<file path="src/rtl/dma_rd_arbiter.sv">
// dma_rd_arbiter: two-requester arbiter for the shared
// HyperRAM read port, round-robin with burst limit.
module dma_rd_arbiter #(
  parameter int MAX_BURST = 16
) (
  input  logic        clk,
  input  logic        resetn,
  input  logic        m0_en_i,
  input  logic [31:0] m0_addr_i,
  input  logic        m0_rd_i,
  output logic        m0_busy_o,
  output logic        m0_rdata_rdy_o,
  output logic [31:0] m0_rdata_o,
  input  logic        m1_en_i,
  input  logic [31:0] m1_addr_i,
  input  logic        m1_rd_i,
  output logic        m1_busy_o,
  output logic        m1_rdata_rdy_o,
  output logic [31:0] m1_rdata_o,
  output logic        ram_rd_o,
  output logic [31:0] ram_addr_o,
  input  logic        ram_busy_i,
  input  logic        ram_rdata_rdy_i,
  input  logic [31:0] ram_rdata_i,
  output logic [1:0]  grant_o
);

  typedef enum logic [1:0] {
    S_IDLE,
    S_GRANT,
    S_ISSUE,
    S_WAIT
  } state_t;

  localparam logic [7:0] MAX_B = 8'(MAX_BURST);

  state_t      state_q, state_d;
  logic        own_q, own_d;
  logic        ptr_q, ptr_d;
  logic [1:0]  grant_q, grant_d;
  logic [7:0]  cnt_q, cnt_d;
  logic [31:0] addr_q, addr_d;

  logic        own_en;
  logic        own_rd;
  logic [31:0] own_addr;
  logic        rd_ok;
  logic [7:0]  cnt_inc;
  logic        in_grant;
  logic        in_wait;

  assign own_en   = own_q ? m1_en_i : m0_en_i;
  assign own_rd   = own_q ? m1_rd_i : m0_rd_i;
  assign own_addr = own_q ? m1_addr_i : m0_addr_i;
  assign rd_ok    = own_rd & ~ram_busy_i;
  assign cnt_inc  = (cnt_q == 8'hFF) ? cnt_q
                                     : cnt_q + 8'd1;

  // State and bookkeeping registers, synchronous reset.
  always_ff @(posedge clk) begin
    if (!resetn) begin
      state_q <= S_IDLE;
      own_q   <= 1'b0;
      ptr_q   <= 1'b0;
      grant_q <= 2'b00;
      cnt_q   <= 8'd0;
      addr_q  <= 32'd0;
    end else begin
      state_q <= state_d;
      own_q   <= own_d;
      ptr_q   <= ptr_d;
      grant_q <= grant_d;
      cnt_q   <= cnt_d;
      addr_q  <= addr_d;
    end
  end

  // Next-state: grant, issue one read, wait, then
  // continue the burst or release to the other side.
  always_comb begin
    state_d = state_q;
    own_d   = own_q;
    ptr_d   = ptr_q;
    grant_d = grant_q;
    cnt_d   = cnt_q;
    addr_d  = addr_q;
    unique case (state_q)
      S_IDLE: begin
        if (m0_en_i | m1_en_i) begin
          own_d   = (m0_en_i & m1_en_i) ? ptr_q
                                        : m1_en_i;
          grant_d = own_d ? 2'b10 : 2'b01;
          cnt_d   = 8'd0;
          state_d = S_GRANT;
        end
      end
      S_GRANT: begin
        if (rd_ok) begin
          addr_d  = own_addr;
          state_d = S_ISSUE;
        end else if (!own_en) begin
          state_d = S_IDLE;
          grant_d = 2'b00;
          ptr_d   = ~own_q;
        end
      end
      S_ISSUE: begin
        state_d = S_WAIT;
      end
      S_WAIT: begin
        if (ram_rdata_rdy_i) begin
          cnt_d = cnt_inc;
          if (own_en && (cnt_inc < MAX_B)) begin
            state_d = S_GRANT;
          end else begin
            state_d = S_IDLE;
            grant_d = 2'b00;
            ptr_d   = ~own_q;
          end
        end
      end
      default: begin
        state_d = S_IDLE;
        grant_d = 2'b00;
      end
    endcase
  end

  // Outputs are forced to reset values while resetn is low.
  always_comb begin
    in_grant = resetn && (state_q == S_GRANT);
    in_wait  = resetn && (state_q == S_WAIT);
    m0_busy_o = (in_grant && !own_q) ? ram_busy_i
                                     : 1'b1;
    m1_busy_o = (in_grant && own_q) ? ram_busy_i
                                    : 1'b1;
    m0_rdata_rdy_o = in_wait && !own_q
                     && ram_rdata_rdy_i;
    m1_rdata_rdy_o = in_wait && own_q
                     && ram_rdata_rdy_i;
    m0_rdata_o = ram_rdata_i;
    m1_rdata_o = ram_rdata_i;
    ram_rd_o   = resetn && (state_q == S_ISSUE);
    ram_addr_o = resetn ? addr_q : 32'd0;
    grant_o    = resetn ? grant_q : 2'b00;
  end

endmodule

</file>
<file path="config.mk">
export PLATFORM = sky130hd
export DESIGN_NAME = dma_rd_arbiter
export DESIGN_NICKNAME = d
export VERILOG_FILES = /design/src/rtl/dma_rd_arbiter.sv
export SDC_FILE = /design/constraint.sdc
export NUM_CORES = 1
export LEC_CHECK = 0
export CORE_MARGIN = 2
export CORE_UTILIZATION = 37
export CTS_BUF_LIST = sky130_fd_sc_hd__clkbuf_2 sky130_fd_sc_hd__clkbuf_4 sky130_fd_sc_hd__clkbuf_8
export CTS_CLUSTER_DIAMETER = 200
export DETAILED_ROUTE_END_ITERATION = 16
export GPL_ROUTABILITY_DRIVEN = 0
export GPL_TIMING_DRIVEN = 0
export PLACE_DENSITY_LB_ADDON = 0.1
export SYNTH_ARGS = -nofsm -noshare
export SYNTH_HDL_FRONTEND = slang
export SYNTH_SLANG_ARGS = --single-unit
</file>
<file path="constraint.sdc">
create_clock -name clk -period 2.6 [get_ports clk]
set_clock_uncertainty 0.05 [all_clocks]
set_input_delay 0.52 -clock clk [delete_from_list [all_inputs] [get_ports clk]]
set_output_delay 0.52 -clock clk [all_outputs]
set_load 0.005 [all_outputs]
</file>
==> flow_summary.ini <==
[synthesis]
synthArstFlopShare = 0
ys.flop_type = dfxtp_1
synth-edff-count = 0
syn_area_mm2 = 0.00303
postSynthCellCount = 365
synth_common_cells = buf_4 (66), nor2_1 (48), dfxtp_1 (46)
synth_top_area_share = 0.304
synthTopCellsByArea = dfxtp_1 (30%), buf_4 (16%), mux2i_1 (11%), a211oi_1 (7.9%), and2_1 (7.2%)
synth_cell_type_count = 41
synth-seq-cells = 46
synth_top_area_cell = dfxtp_1
synth.most_common_cell = buf_4
avgSynthCellArea_um2 = 8.29
yosys_warnings = 0
ys_seq_area_frac = 0.304
synth_nets = 470

[flow_run]
max-cap-violations = 0

[floorplan]
initial_core_util = 0.388
fp.dieW_um = 94.4
dieArea_mm2 = 0.00892
ioPinCount = 207
core_mm2 = 0.00781
rows = 32
die_h_um = 94.4

[grt]
grt_max_degree = 16
grt-ovfl-total = 0
grt_pass1_wl_um = 13600
grt_util_all_layers = 0.191
grt_pass1_vias = 2953
antenna_found_initial = 0

[clock_network]
cts-root-buf = clkbuf_8
htreeDepth = 2
cts_tree = built
numCtsBuffers = 5
hold_buffers = 0
clkSinkCount = 46
clkTransAtPathRegs_ns = 0.08
cts.path.max_buffers = 2
clk_latency_ns = 0.30

[routing]
topRoutingLayerUsed = met4
wl_met2_um = 4510
via_per_inst = 4.74
drc = 0
routedWlPerCell_um = 13.6
drt_iter0_markers = 142
dr.pass1.iters = 4
ant_nets = 0
routed_wirelength_um = 8840
route.met3.wl_um = 855
vias = 3085
wl_met1_um = 3360

[place]
portBuffers = 174
place_hpwl_um = 7100
dpl-instance-area_mm2 = 0.00489

[setup_path]
crit_chain = clkdlybuf4s15_2 -> inv_1 -> clkbuf_1 -> nor3_1 -> clkdlybuf4s50_1
path_delay_family = buffers and inverters
end_kind = output pin
required_ns = 2.03
critPathKind = input pin to output pin
critical_path.max_fanout = 10
critPathArrivalTime_ns = 1.92
max_stage_delay_ns = 0.53
cp.buffers_inverters = 4
crit_slowest_cell = clkdlybuf4s50_1
start_kind = input pin

[timing]
rsz0062_at_grt = no
hold-worst-slack_ns = 0.420
tightest_slew_ns = 0.681
finalSetupViolCount = 0
fmax_mhz = 402
period_minus_slack_ns = 2.49
relSlewSlack = 0.540
drv_slew = 0
finalCritPeriodShare = 0.957
hold_viol = 0

[finish]
finalInstanceArea_mm2 = 0.00507
nets = 653
layout-drive-gt1-share = 0.188
syn_to_final_growth_pct = 67.5
finalCoreUtilization = 0.649
diodes = 0

[power_and_ir_drop]
powerDensity_mw_per_mm2 = 389
vdd_ir_drop_max_uv = 281
p_leak_nw = 1.97
p_total_w = 0.00197

[status]
status = finished, final reports clean

[worst_hold_path]
hp-class = flop to flop
-- logic make-up (layout without fill, tap and decap cells) --
logic type      after synthesis  after routing  share of synthesized area
simple gates                119            119                      0.203
buf+inv                      95            279                      0.205
compound gates               68             68                      0.165
flops                        46             46                      0.304
mux                          35             35                      0.116
fa+ha+maj                     1              1                    0.00413
xor+xnor                      1              1                    0.00290
-- power breakdown --
part	internal (W)	switching, W
registers	0.000743	0.0000134
clock network	0.000385	0.000258
logic	0.000363	0.000208
total	0.00149	0.000480
-- worst paths after layout --
kind,from,end,slack [ns],cells past startpoint
max,resetn,m0_rdata_rdy_o,0.11,5
min,ptr_q,ptr_q,0.42,2
max reg2reg,cnt_q[0],ptr_q,0.53,8
min reg2reg,ptr_q,ptr_q,0.42,2
-- tightest hold or removal path: cells and delay by family (launching register included) --
family,cells,cell delay [ns]
flip-flops,1,0.31
buffers and inverters,1,0.07
AO/OA/AOI/OAI,1,0.05
-- repair_timing --
item | 4_1_cts | 5_1_grt
resized for setup | 8 | 1
pin swaps | 1 | 1
endpoints found under the setup margin | 37 | 1
hold endpoints to repair | 0 | 0
setup buffers | 0 | 2
-- per-layer routing --
metal | GRT usage | vias up
li1 | - | 1552
met3 | 0.0638 | 11
met2 | 0.342 | 127
met5 | 0 | -
met4 | 0.0652 | 0
met1 | 0.212 | 1395
-- sequential cells by signal, summed over array words and instances, names as in the netlist, named ones only --
register and count:
state_q 1, addr_q 32, cnt_q 8, grant_q 2
ptr_q 1, own_q 1
-- through the flow --
stage | cells | worst slack [ns] | setup TNS, ns
3_3_place_gp | 641 | -0.344 | -8.52
6_report | 651 | 0.113 | 0
4_1_cts | 649 | 0.0190 | 0
5_1_grt | 651 | 0.0242 | 0
3_5_place_dp | 641 | -0.323 | -7.83
2_1_floorplan | 365 | 0.754 | 0
-- cell type report --
cell class / count / area (um^2)
Clock buffer: 5 / 68.8
Clock inverter: 3 / 68.8
Buffer: 89 / 599
Multi-Input combinational cell: 224 / 1500
Timing Repair Buffer: 176 / 1760
Tap cell: 102 / 128
Fill cell: 691 / 2740
Inverter: 6 / 22.5
Sequential cell: 46 / 921
-- layout by cell type, fill, tap and decap left out, types with 2 or more instances in the layout --
cell type and instances:
or2_2 2, nand2b_1 5, dfxtp_1 46, o31ai_1 2, a21oi_1 6, o21ai_1 2, bufinv_16 2, clkdlybuf4s50_1 172
mux2i_1 34, nand2_1 10, inv_1 6, buf_4 68, buf_2 12, a211oi_1 32, nor3_1 7, o21ai_0 10
a22oi_1 2, a31oi_1 2, clkbuf_8 5, nand3_2 2, nor2_1 47, nand4_1 4, and2_1 35, clkbuf_2 2
a21boi_0 2, and3_1 2, a21oi_2 2, clkbuf_1 9
(Power assumes the default switching activity.)
